==> src/rtl/cpu_decode_pkg.sv <==
// Shared decode types: FSM state, default field widths, opcode ranges
// and the decoded instruction bundle passed toward the datapath.
package cpu_decode_pkg;

  localparam int unsigned INSTR_W  = 32;
  localparam int unsigned OPC_W    = 5;
  localparam int unsigned OPND_W   = 9;
  localparam int unsigned CNT_W    = 16;

  localparam int unsigned ALU_LO   = 1;
  localparam int unsigned ALU_HI   = 19;
  localparam int unsigned IMM_LO   = 20;
  localparam int unsigned IMM_HI   = 23;
  localparam int unsigned LAST_OP  = 27;

  typedef enum logic [0:0] {
    S_OP,
    S_IMM
  } state_t;

  typedef struct packed {
    logic [OPC_W-1:0]   opcode;
    logic [OPND_W-1:0]  destination;
    logic [OPND_W-1:0]  source_1;
    logic [OPND_W-1:0]  source_2;
    logic [INSTR_W-1:0] immediate;
    logic               is_alu;
    logic               has_imm;
    logic               illegal;
  } decoded_t;

endpackage

==> src/rtl/opcode_classifier.sv <==
// Combinational opcode range check: opcode -> is_alu / has_imm / illegal.
// Ports: opcode in; is_alu, has_imm, illegal out.
module opcode_classifier
  import cpu_decode_pkg::*;
#(
  parameter int unsigned OPCODE_WIDTH  = OPC_W,
  parameter int unsigned ALU_OP_LO     = ALU_LO,
  parameter int unsigned ALU_OP_HI     = ALU_HI,
  parameter int unsigned IMM_OP_LO     = IMM_LO,
  parameter int unsigned IMM_OP_HI     = IMM_HI,
  parameter int unsigned LAST_VALID_OP = LAST_OP
) (
  input  logic [OPCODE_WIDTH-1:0] opcode,
  output logic                    is_alu,
  output logic                    has_imm,
  output logic                    illegal
);

  localparam logic [OPCODE_WIDTH-1:0] A_LO =
    OPCODE_WIDTH'(ALU_OP_LO);
  localparam logic [OPCODE_WIDTH-1:0] A_HI =
    OPCODE_WIDTH'(ALU_OP_HI);
  localparam logic [OPCODE_WIDTH-1:0] I_LO =
    OPCODE_WIDTH'(IMM_OP_LO);
  localparam logic [OPCODE_WIDTH-1:0] I_HI =
    OPCODE_WIDTH'(IMM_OP_HI);
  localparam logic [OPCODE_WIDTH-1:0] L_OP =
    OPCODE_WIDTH'(LAST_VALID_OP);

  assign is_alu  = (opcode >= A_LO) && (opcode <= A_HI);
  assign has_imm = (opcode >= I_LO) && (opcode <= I_HI);
  assign illegal = (opcode > L_OP);

endmodule

==> src/rtl/instr_decoder.sv <==
// Pipelined instruction decoder: valid/ready word stream in, registered
// decoded fields out (clk, rst_n, flush, in_*, out_*, fields, flags, count).
module instr_decoder
  import cpu_decode_pkg::*;
#(
  parameter int unsigned INSTRUCTION_WIDTH = INSTR_W,
  parameter int unsigned OPCODE_WIDTH      = OPC_W,
  parameter int unsigned OPERAND_WIDTH     = OPND_W,
  parameter int unsigned ALU_OP_LO         = ALU_LO,
  parameter int unsigned ALU_OP_HI         = ALU_HI,
  parameter int unsigned IMM_OP_LO         = IMM_LO,
  parameter int unsigned IMM_OP_HI         = IMM_HI,
  parameter int unsigned LAST_VALID_OP     = LAST_OP,
  parameter int unsigned COUNT_WIDTH       = CNT_W
) (
  input  logic                         clk,
  input  logic                         rst_n,
  input  logic                         flush,
  input  logic                         in_valid,
  output logic                         in_ready,
  input  logic [INSTRUCTION_WIDTH-1:0] in_data,
  output logic                         out_valid,
  input  logic                         out_ready,
  output logic [OPCODE_WIDTH-1:0]      opcode,
  output logic [OPERAND_WIDTH-1:0]     destination,
  output logic [OPERAND_WIDTH-1:0]     source_1,
  output logic [OPERAND_WIDTH-1:0]     source_2,
  output logic [INSTRUCTION_WIDTH-1:0] immediate,
  output logic                         is_alu,
  output logic                         has_imm,
  output logic                         illegal,
  output logic [COUNT_WIDTH-1:0]       instr_count
);

  localparam int unsigned IW = INSTRUCTION_WIDTH;
  localparam int unsigned OW = OPCODE_WIDTH;
  localparam int unsigned PW = OPERAND_WIDTH;

  if (OW + 3 * PW != IW) begin : g_bad_width
    $fatal(1, "instr_decoder: field widths do not fill the word");
  end

  if (!(ALU_OP_LO <= ALU_OP_HI &&
        ALU_OP_HI <  IMM_OP_LO &&
        IMM_OP_LO <= IMM_OP_HI &&
        IMM_OP_HI <= LAST_VALID_OP &&
        LAST_VALID_OP < (1 << OW))) begin : g_bad_range
    $fatal(1, "instr_decoder: opcode ranges overlap or misordered");
  end

  logic [OW-1:0] f_op;
  logic [PW-1:0] f_dst;
  logic [PW-1:0] f_s1;
  logic [PW-1:0] f_s2;

  assign f_op  = in_data[IW-1 -: OW];
  assign f_dst = in_data[3*PW-1 -: PW];
  assign f_s1  = in_data[2*PW-1 -: PW];
  assign f_s2  = in_data[PW-1:0];

  logic c_alu;
  logic c_imm;
  logic c_ill;

  opcode_classifier #(
    .OPCODE_WIDTH  (OW),
    .ALU_OP_LO     (ALU_OP_LO),
    .ALU_OP_HI     (ALU_OP_HI),
    .IMM_OP_LO     (IMM_OP_LO),
    .IMM_OP_HI     (IMM_OP_HI),
    .LAST_VALID_OP (LAST_VALID_OP)
  ) u_cls (
    .opcode  (f_op),
    .is_alu  (c_alu),
    .has_imm (c_imm),
    .illegal (c_ill)
  );

  state_t state_q;
  state_t state_d;

  logic          vld_q;
  logic          out_free;
  logic          accept;
  logic          load_op;
  logic          load_pend;
  logic          load_imm;

  logic [OW-1:0] pend_op;
  logic [PW-1:0] pend_dst;
  logic [PW-1:0] pend_s1;
  logic [PW-1:0] pend_s2;

  assign out_free = !vld_q || out_ready;
  assign in_ready = out_free;
  assign accept   = in_valid && out_free;

  always_ff @(posedge clk or negedge rst_n) begin
    if (!rst_n) state_q <= S_OP;
    else        state_q <= state_d;
  end

  always_comb begin
    state_d = state_q;
    if (flush) begin
      state_d = S_OP;
    end else if (accept) begin
      unique case (state_q)
        S_OP:    if (c_imm) state_d = S_IMM;
        S_IMM:   state_d = S_OP;
        default: state_d = S_OP;
      endcase
    end
  end

  // Flush wins: an accepted word in a flush cycle is dropped.
  always_comb begin
    load_op   = 1'b0;
    load_pend = 1'b0;
    load_imm  = 1'b0;
    if (accept && !flush) begin
      unique case (1'b1)
        (state_q == S_IMM):          load_imm  = 1'b1;
        (state_q == S_OP) && c_imm:  load_pend = 1'b1;
        (state_q == S_OP) && !c_imm: load_op   = 1'b1;
        default: ;
      endcase
    end
  end

  always_ff @(posedge clk or negedge rst_n) begin
    if (!rst_n) begin
      vld_q       <= 1'b0;
      opcode      <= '0;
      destination <= '0;
      source_1    <= '0;
      source_2    <= '0;
      immediate   <= '0;
      is_alu      <= 1'b0;
      has_imm     <= 1'b0;
      illegal     <= 1'b0;
      pend_op     <= '0;
      pend_dst    <= '0;
      pend_s1     <= '0;
      pend_s2     <= '0;
      instr_count <= '0;
    end else begin
      if (flush) begin
        vld_q    <= 1'b0;
        pend_op  <= '0;
        pend_dst <= '0;
        pend_s1  <= '0;
        pend_s2  <= '0;
      end else if (load_op) begin
        vld_q       <= 1'b1;
        opcode      <= f_op;
        destination <= f_dst;
        source_1    <= f_s1;
        source_2    <= f_s2;
        immediate   <= '0;
        is_alu      <= c_alu;
        has_imm     <= 1'b0;
        illegal     <= c_ill;
      end else if (load_imm) begin
        // Pending opcode is in the IMM range, so the flags are fixed.
        vld_q       <= 1'b1;
        opcode      <= pend_op;
        destination <= pend_dst;
        source_1    <= pend_s1;
        source_2    <= pend_s2;
        immediate   <= in_data;
        is_alu      <= 1'b0;
        has_imm     <= 1'b1;
        illegal     <= 1'b0;
      end else if (out_ready) begin
        vld_q <= 1'b0;
      end
      if (load_pend) begin
        pend_op  <= f_op;
        pend_dst <= f_dst;
        pend_s1  <= f_s1;
        pend_s2  <= f_s2;
      end
      if (vld_q && out_ready) begin
        instr_count <= instr_count + COUNT_WIDTH'(1);
      end
    end
  end

  assign out_valid = vld_q;

endmodule

==> config.mk <==
export PLATFORM = sky130hd
export DESIGN_NAME = instr_decoder
export DESIGN_NICKNAME = d
export VERILOG_FILES = /design/src/rtl/cpu_decode_pkg.sv /design/src/rtl/opcode_classifier.sv /design/src/rtl/instr_decoder.sv
export SDC_FILE = /design/constraint.sdc
export NUM_CORES = 1
export LEC_CHECK = 0
export ABC_AREA = 1
export BUFFER_PORTS_ARGS = -buffer_cell sky130_fd_sc_hd__buf_2
export CORE_MARGIN = 10
export CORE_UTILIZATION = 45
export CTS_CLUSTER_DIAMETER = 200
export CTS_CLUSTER_SIZE = 14
export DETAILED_ROUTE_END_ITERATION = 8
export GPL_TIMING_DRIVEN = 0
export PLACE_DENSITY = 0.71
export SYNTH_ARGS = -nofsm -noshare
export SYNTH_HDL_FRONTEND = slang
export SYNTH_SLANG_ARGS = --single-unit
==> constraint.sdc <==
create_clock -name clk -period 1.2 [get_ports clk]
set_input_delay 0.12 -clock clk [delete_from_list [all_inputs] [get_ports clk]]
set_output_delay 0.12 -clock clk [all_outputs]
set_load 0.05 [all_outputs]
==> results of run 1 <==
## cell type report
| type | count | area (µm²) | share of cell area |
|---|---|---|---|
| Antenna cell | 2 | 5.005 | 0.0006503 |
| Buffer | 28 | 319.1 | 0.04146 |
| Timing Repair Buffer | 176 | 1315 | 0.1709 |
| Multi-Input combinational cell | 379 | 2068 | 0.2687 |
| Clock buffer | 27 | 503.0 | 0.06536 |
| Clock inverter | 4 | 70.07 | 0.009104 |
| Inverter | 77 | 294.0 | 0.03821 |
| Tap cell | 143 | 178.9 | 0.02325 |
| Sequential cell | 117 | 2943 | 0.3824 |
## cells by family (layout without fill, tap and decap cells)
family,after synthesis,in the layout,share of synthesized area
AO/OA/AOI/OAI,101,101,0.1047
XOR/XNOR,10,10,0.01689
adder cells (fa/ha/maj),1,1,0.002412
buffers and inverters,105,312,0.08589
flip-flops,117,117,0.5645
multiplexers,1,1,0.002171
other,0,2,0
AND/OR/NAND/NOR,266,266,0.2234
## cell usage after synthesis
| cell | count |
|---|---|
| xor2_1 | 4 |
| buf_6 | 1 |
| buf_8 | 1 |
| nor3_1 | 3 |
| dfrtp_1 | 117 |
| o21ai_1 | 9 |
| nor2_2 | 2 |
| a21oi_1 | 4 |
| buf_1 | 1 |
| nand3b_1 | 1 |
| mux2_2 | 1 |
| ha_1 | 1 |
| nor3_2 | 1 |
| nand4_4 | 1 |
| nand2_2 | 13 |
| xnor2_1 | 6 |
| clkbuf_2 | 1 |
| buf_2 | 10 |
| nand3_1 | 36 |
| o21ai_0 | 78 |
| nand2_4 | 2 |
| nor2_1 | 14 |
| inv_1 | 74 |
| buf_4 | 5 |
| clkbuf_1 | 9 |
| o21ai_2 | 10 |
| nor2_8 | 1 |
| nand2_1 | 186 |
| inv_2 | 3 |
| nand4_1 | 6 |
## how the worst max path moves through the flow
stage                          startpoint  cells after the start                          to
CTS                 out_valid$_DFFE_PN0P_                      8     source_1[1]$_DFFE_PN0P_
detailed placement    state_q$_DFFE_PN0P_                      5       opcode[0]$_DFFE_PN0P_
global placement                    rst_n                      1  instr_count[9]$_DFFE_PN0P_
floorplan           out_valid$_DFFE_PN0P_                      8         has_imm$_DFFE_PN0P_
global route          state_q$_DFFE_PN0P_                      5     source_1[7]$_DFFE_PN0P_
finish                state_q$_DFFE_PN0P_                      5     source_1[7]$_DFFE_PN0P_
## where the power goes
part           total [mW]  switching (mW)  internal [mW]
Clock                4.94            1.69           3.26
Combinational        2.89            2.00          0.892
Sequential           4.58           0.279           4.30
## metrics by stage
step / instance area, µm² / std cells / worst slack, ns
6_report: 7696 / 953 / -0.2778
5_1_grt: 7696 / 953 / -0.3307
4_1_cts: 7179 / 937 / -0.2293
3_5_place_dp: 6085 / 866 / -0.3715
3_3_place_gp: 6051 / 865 / -1.552
2_1_floorplan: 5266 / 601 / -0.3168
## flip-flops by register name, indices dropped and copies added (netlist names)
signal       cells
destination      9
has_imm          1
illegal          1
immediate       32
instr_count     16
is_alu           1
opcode           5
out_valid        1
pend_dst         9
pend_op          5
pend_s1          9
pend_s2          9
source_1         9
source_2         9
state_q          1
## metal layers
layer	vias up	GRT usage	share of wire
met5	-	0	0
met4	0	0.08104	0.028
met3	32	0.05087	0.059
met2	168	0.3318	0.51
met1	2346	0.2282	0.40
li1	2280	-	-
## repair_timing
item                                    CTS  global route
resized for setup                        48           139
endpoints found under the hold margin    83             0
endpoints found under the setup margin  125           122
hold buffers                             31             0
pin swaps                                 5             7
setup buffers                             7            11
gates cloned                              2             3
## tightest hold or removal path: stages
cell	delay (ns)
buf_2	0.13
inv_1	0.07
o21ai_0	0.08
==> reports/results.tsv, run 1 <==
metric	value	unit
status	finished with violations	
violations	negative setup slack	
post-route-util	0.6769	
worst_pin_slew	0.4777	ns
rsz0062_at_grt	true	
min_to	immediate[29]$_DFFE_PN0P_	
reg2reg_setup_slack	-0.28	ns
num-fill-cells	869	
grt_usage	0.1950	
numClockSinks	117	
drive_gt1_frac	0.3540	
synth_nets	639	
crit_arrival	1.77	ns
cpMaxStageDelayCell	dfrtp_1	
cts_buffer_depth	2	
final_cell_mix	163 x nand2_1, 105 x dfrtp_1, 91 x buf_2	
cts_root_buf	clkbuf_16	
finalPower	12.42	mW
yosysTopAreaCell	dfrtp_1	
firstDrtPassIters	5	
fp.dieH	127.4	µm
post_drt_wl_per_cell	16.82	µm
worst-path-max-fanout	10	
post-route-drc-count	0	
crit_buf_inv	1	
synth_top_area_share	0.5645	
max_freq	0.6767	GHz
synth-seq-area-share	0.5645	
hold_violations	0	
ir_worst_vdd	1.188	mV
crit_family	simple AND/OR/NAND/NOR gates	
p_leak	3.901	nW
fin_ws	-0.2778	ns
dr_total_vias	4826	
fp-row-count	39	
wl	16030	µm
yosys.cell_types.count	30	
mostFrequentLayoutCell	nand2_1	
grt_max_degree	70	
antenna_found_initial	2	
relSlewSlack	0.6815	
clock_latency	0.41	ns
place_congestion	0.8542	
place.port_buffers	121	
fp.dieW	127.4	µm
io_pins	122	
cpPeakStageDelay	0.47	ns
maxCapViolations	0	
crit_path_end_kind	register	
cts_tree	yes	
timing.rr.end	source_1[7]$_DFFE_PN0P_	
grt_pass1_vias	5004	
dieArea	16220	µm²
ant_nets	0	
fin_skew	0.008016	ns
ys_warn_count	0	
grt_pass1_wl	25360	µm
worstPathRequired	1.50	ns
core	11370	µm²
path_cells	nor2_2, clkbuf_2, nand3_1, nand2_1, nand2_1	
holdWs	0.03595	ns
numCtsBuffers	17	
min_from	in_data[29]	
slew_violations	0	
initial_utilization	0.4561	
final.min_clock_period	1.478	ns
viasPerCell	5.064	
hold-path-cell-count	3	
cp_common_cell	nand2_1	
rr_worst_depth	5	
cellPowerDensity	1613	nW/µm²
hpwl	10470	µm
ys_seq_elements	117	
synth_area	5186	µm²
avgSynthCellArea	8.629	µm²
path_clk_slew	0.05	ns
fin_crit_sh	1.231	
min_path_type	input port to register	
crit_type	register to register	
nets	834	
synthCells	601	
synth_area_leaders	dfrtp_1 56%, nand2_1 13%, o21ai_0 7.5%	
area_growth	48.40	%
drt_iter0_drc	342	
tns	-21.28	ns
htreeDepth	4	
setup_viol	113	
overflow	0	
worstReg2RegStart	state_q$_DFFE_PN0P_	
start_kind	register	
Note: power is estimated with default switching activity, not from simulation.
==> run 2, diff against run 1 <==
ABC_AREA = default   (was 1)
CORE_MARGIN = 3   (was 10)
PLACE_DENSITY = 0.72   (was 0.71)
==> run 2 against run 1 <==
Net effect:
- the run still ends with negative setup slack left
- setup slack got worse by 0.72 ns
- non-clock buffer count increased by 109
- die area decreased by 26%
- cell count decreased by 6.6%
- synthesized area decreased by 6.6%
- utilization increased by 22 points
- largest power group is now combinational logic
- critical path depth increased by 2
- register-to-register slack got worse by 0.72 ns
- synthesized cell count decreased by 27%
- sequential cell count unchanged
- total power increased by 18%
- critical endpoint is now destination[8]$_DFFE_PN0P_
==> reports/results.tsv, run 2 <==
metric	value	unit
worst-path-max-fanout	6	
htreeDepth	4	
worst_pin_slew	1.298	ns
place.port_buffers	120	
rsz0062_at_grt	true	
rr_worst_depth	7	
synth_commonest_cells	117 x dfrtp_1, 62 x o22ai_1, 39 x nand2_1, 35 x a21oi_1, 32 x a22o_1	
placed_area	5789	µm²
grt_max_degree	92	
fin_skew	0.01173	ns
numCtsBuffers	17	
num-fill-cells	346	
worstReg2RegStart	out_valid$_DFFE_PN0P_	
grt_usage	0.3395	
cts_buffer_depth	2	
crit_arrival	2.56	ns
avgSynthCellArea	11.06	µm²
synth-seq-area-share	0.6047	
tns	-48.92	ns
dr_total_vias	5994	
drt_iter0_drc	816	
initial_utilization	0.4649	
largest_registers	immediate (32), instr_count (16)	
min_to	pend_s2[3]$_DFFE_PN0P_	
synth_xor_xnor_area_share	0.02713	
post_drt_wl_per_cell	30.10	µm
post-route-drc-count	0	
dieArea	12040	µm²
start_kind	register	
ys.flop_type	dfrtp_1	
cts_tree	yes	
synthMuxAreaShare	0.002326	
multi_input_area	2555	µm²
core	10420	µm²
timing.rr.end	destination[8]$_DFFE_PN0P_	
numClockSinks	117	
ys_warn_count	0	
slew_violations	0	
area_growth	93.57	%
min_path_type	input port to register	
grt_pass1_wl	30340	µm
wl	26790	µm
post-route-util	0.8998	
synth-async-reset-ratio	1.000	
violations	negative setup slack	
clock_latency	0.54	ns
firstDrtPassIters	8	
ir_worst_vdd	1.266	mV
synth_area	4842	µm²
mostFrequentLayoutCell	buf_6	
max_freq	0.4543	GHz
crit_path_end_kind	register	
post_synth_and_or_nand_nor_area_fraction	0.1106	
setup_viol	191	
fp.dieH	109.7	µm
final.min_clock_period	2.201	ns
cellPowerDensity	1561	nW/µm²
synthAdderAreaFrac	0.002584	
path_clk_slew	0.06	ns
grt_pass1_vias	5515	
hold_violations	0	
place_congestion	0.7935	
synthCells	438	
ys_seq_elements	117	
cts_root_buf	clkbuf_8	
fin_area	9373	µm²
synth_top_area_share	0.6047	
relSlewSlack	0.1348	
viasPerCell	6.735	
crit_type	register to register	
synth_compound_area_frac	0.2168	
largest_reg_flops	32	
nets	777	
antenna_found_initial	4	
regArea	2945	µm²
largest_register	immediate	
drive_gt1_frac	0.5859	
p_leak	4.374	nW
worstPathRequired	1.56	ns
synth_nets	476	
status	finished with violations	
post-place-ws	-0.5977	ns
yosys.cell_types.count	38	
final_cell_mix	115 x buf_6, 103 x dfrtp_1, 81 x buf_4	
synth_area_leaders	dfrtp_1 60%, o22ai_1 8.0%, a22o_1 5.8%	
overflow	0	
yosysTopAreaCell	dfrtp_1	
fp.dieW	109.7	µm
synth.most_common_cell	dfrtp_1	
synth_top_family_by_area	compound AO/OA/AOI/OAI gates	
min_from	flush	
finalPower	14.63	mW
ant_nets	0	
fp-row-count	37	
fin_ws	-1.001	ns
hold-path-cell-count	3	
reg2reg_setup_slack	-1.00	ns
io_pins	122	
hpwl	9031	µm
maxCapViolations	0	
synth_edf_count	0	
fin_crit_sh	1.834	
[run 2: cell count changes after synthesis, sizes merged, moves of 31 or more]
cell and change:
inv -71, a22o +32, o22ai +62, a21oi +31, o21ai -63, nand2 -162
[run 2: report_power, final]
group / leakage [nW] / switching [mW] / internal (mW)
sequential: 1.51 / 0.482 / 4.35
combinational: 2.59 / 2.92 / 2.00
clock: 0.272 / 1.88 / 3.01
total: 4.37 / 5.28 / 9.35
[run 2: timing repair]
item                                    in CTS  in global routing
endpoints found under the hold margin      211                  0
resized for setup                          266                140
hold buffers                                38                  0
gates cloned                                 8                  7
endpoints found under the setup margin     197                200
pin swaps                                   42                 75
buffers inserted                            86                 29
[run 2: cell type report]
cell class / count / share of cell area
tap: 136 / 0.01816
antenna: 3 / 0.0008010
buffer: 28 / 0.03004
timing repair buffer: 285 / 0.3030
multi-input combinational: 284 / 0.2726
clock inverter: 4 / 0.004806
sequential: 117 / 0.3142
inverter: 6 / 0.002803
clock buffer: 27 / 0.05353
[run 2: worst max path at each step]
| stage | start | endpoint | slack, ns | cells after the start |
|---|---|---|---|---|
| global placement | rst_n | instr_count[1]$_DFFE_PN0P_ | -1.56 | 1 |
| global route | out_valid$_DFFE_PN0P_ | destination[8]$_DFFE_PN0P_ | -0.95 | 7 |
| CTS | out_valid$_DFFE_PN0P_ | in_ready | -0.33 | 3 |
| finish | out_valid$_DFFE_PN0P_ | destination[8]$_DFFE_PN0P_ | -1.00 | 7 |
| floorplan | out_valid$_DFFE_PN0P_ | opcode[2]$_DFFE_PN0P_ | -0.55 | 6 |
| detailed placement | state_q$_DFFE_PN0P_ | immediate[9]$_DFFE_PN0P_ | -0.60 | 4 |
[run 2: stage by stage]
step           hold slack, ns  instances
3_5_place_dp         0.003275        695
4_1_cts              0.006142        857
5_1_grt               0.03099        888
6_report              0.01687        890
2_1_floorplan         -0.1756        438
3_3_place_gp           0.3679        694
[run 2: critical path: stages, from the launching register on]
cell	delay [ns]
dfrtp_2	0.37
and2b_4	0.25
clkinvlp_4	0.17
buf_6	0.17
nand3_4	0.19
clkbuf_16	0.22
o22ai_2	0.07
a21oi_1	0.58
[run 2: kinds of logic (layout without fill, tap and decap cells)]
kind of cell / Yosys count / count (layout)
fa+ha+maj: 1 / 1
other cells: 0 / 3
mux: 1 / 1
xor+xnor: 15 / 15
flops: 117 / 117
compound gates: 167 / 167
buf+inv: 37 / 350
simple gates: 100 / 100
[run 2: layer usage]
layer  routed length [µm]  track usage  vias to the layer above
met5                   13            0                        -
met4                 2537       0.2128                        2
met3                 3196      0.08867                      251
met2                12260       0.5567                      668
met1                 8779       0.3960                     2843
li1                     -            -                     2230
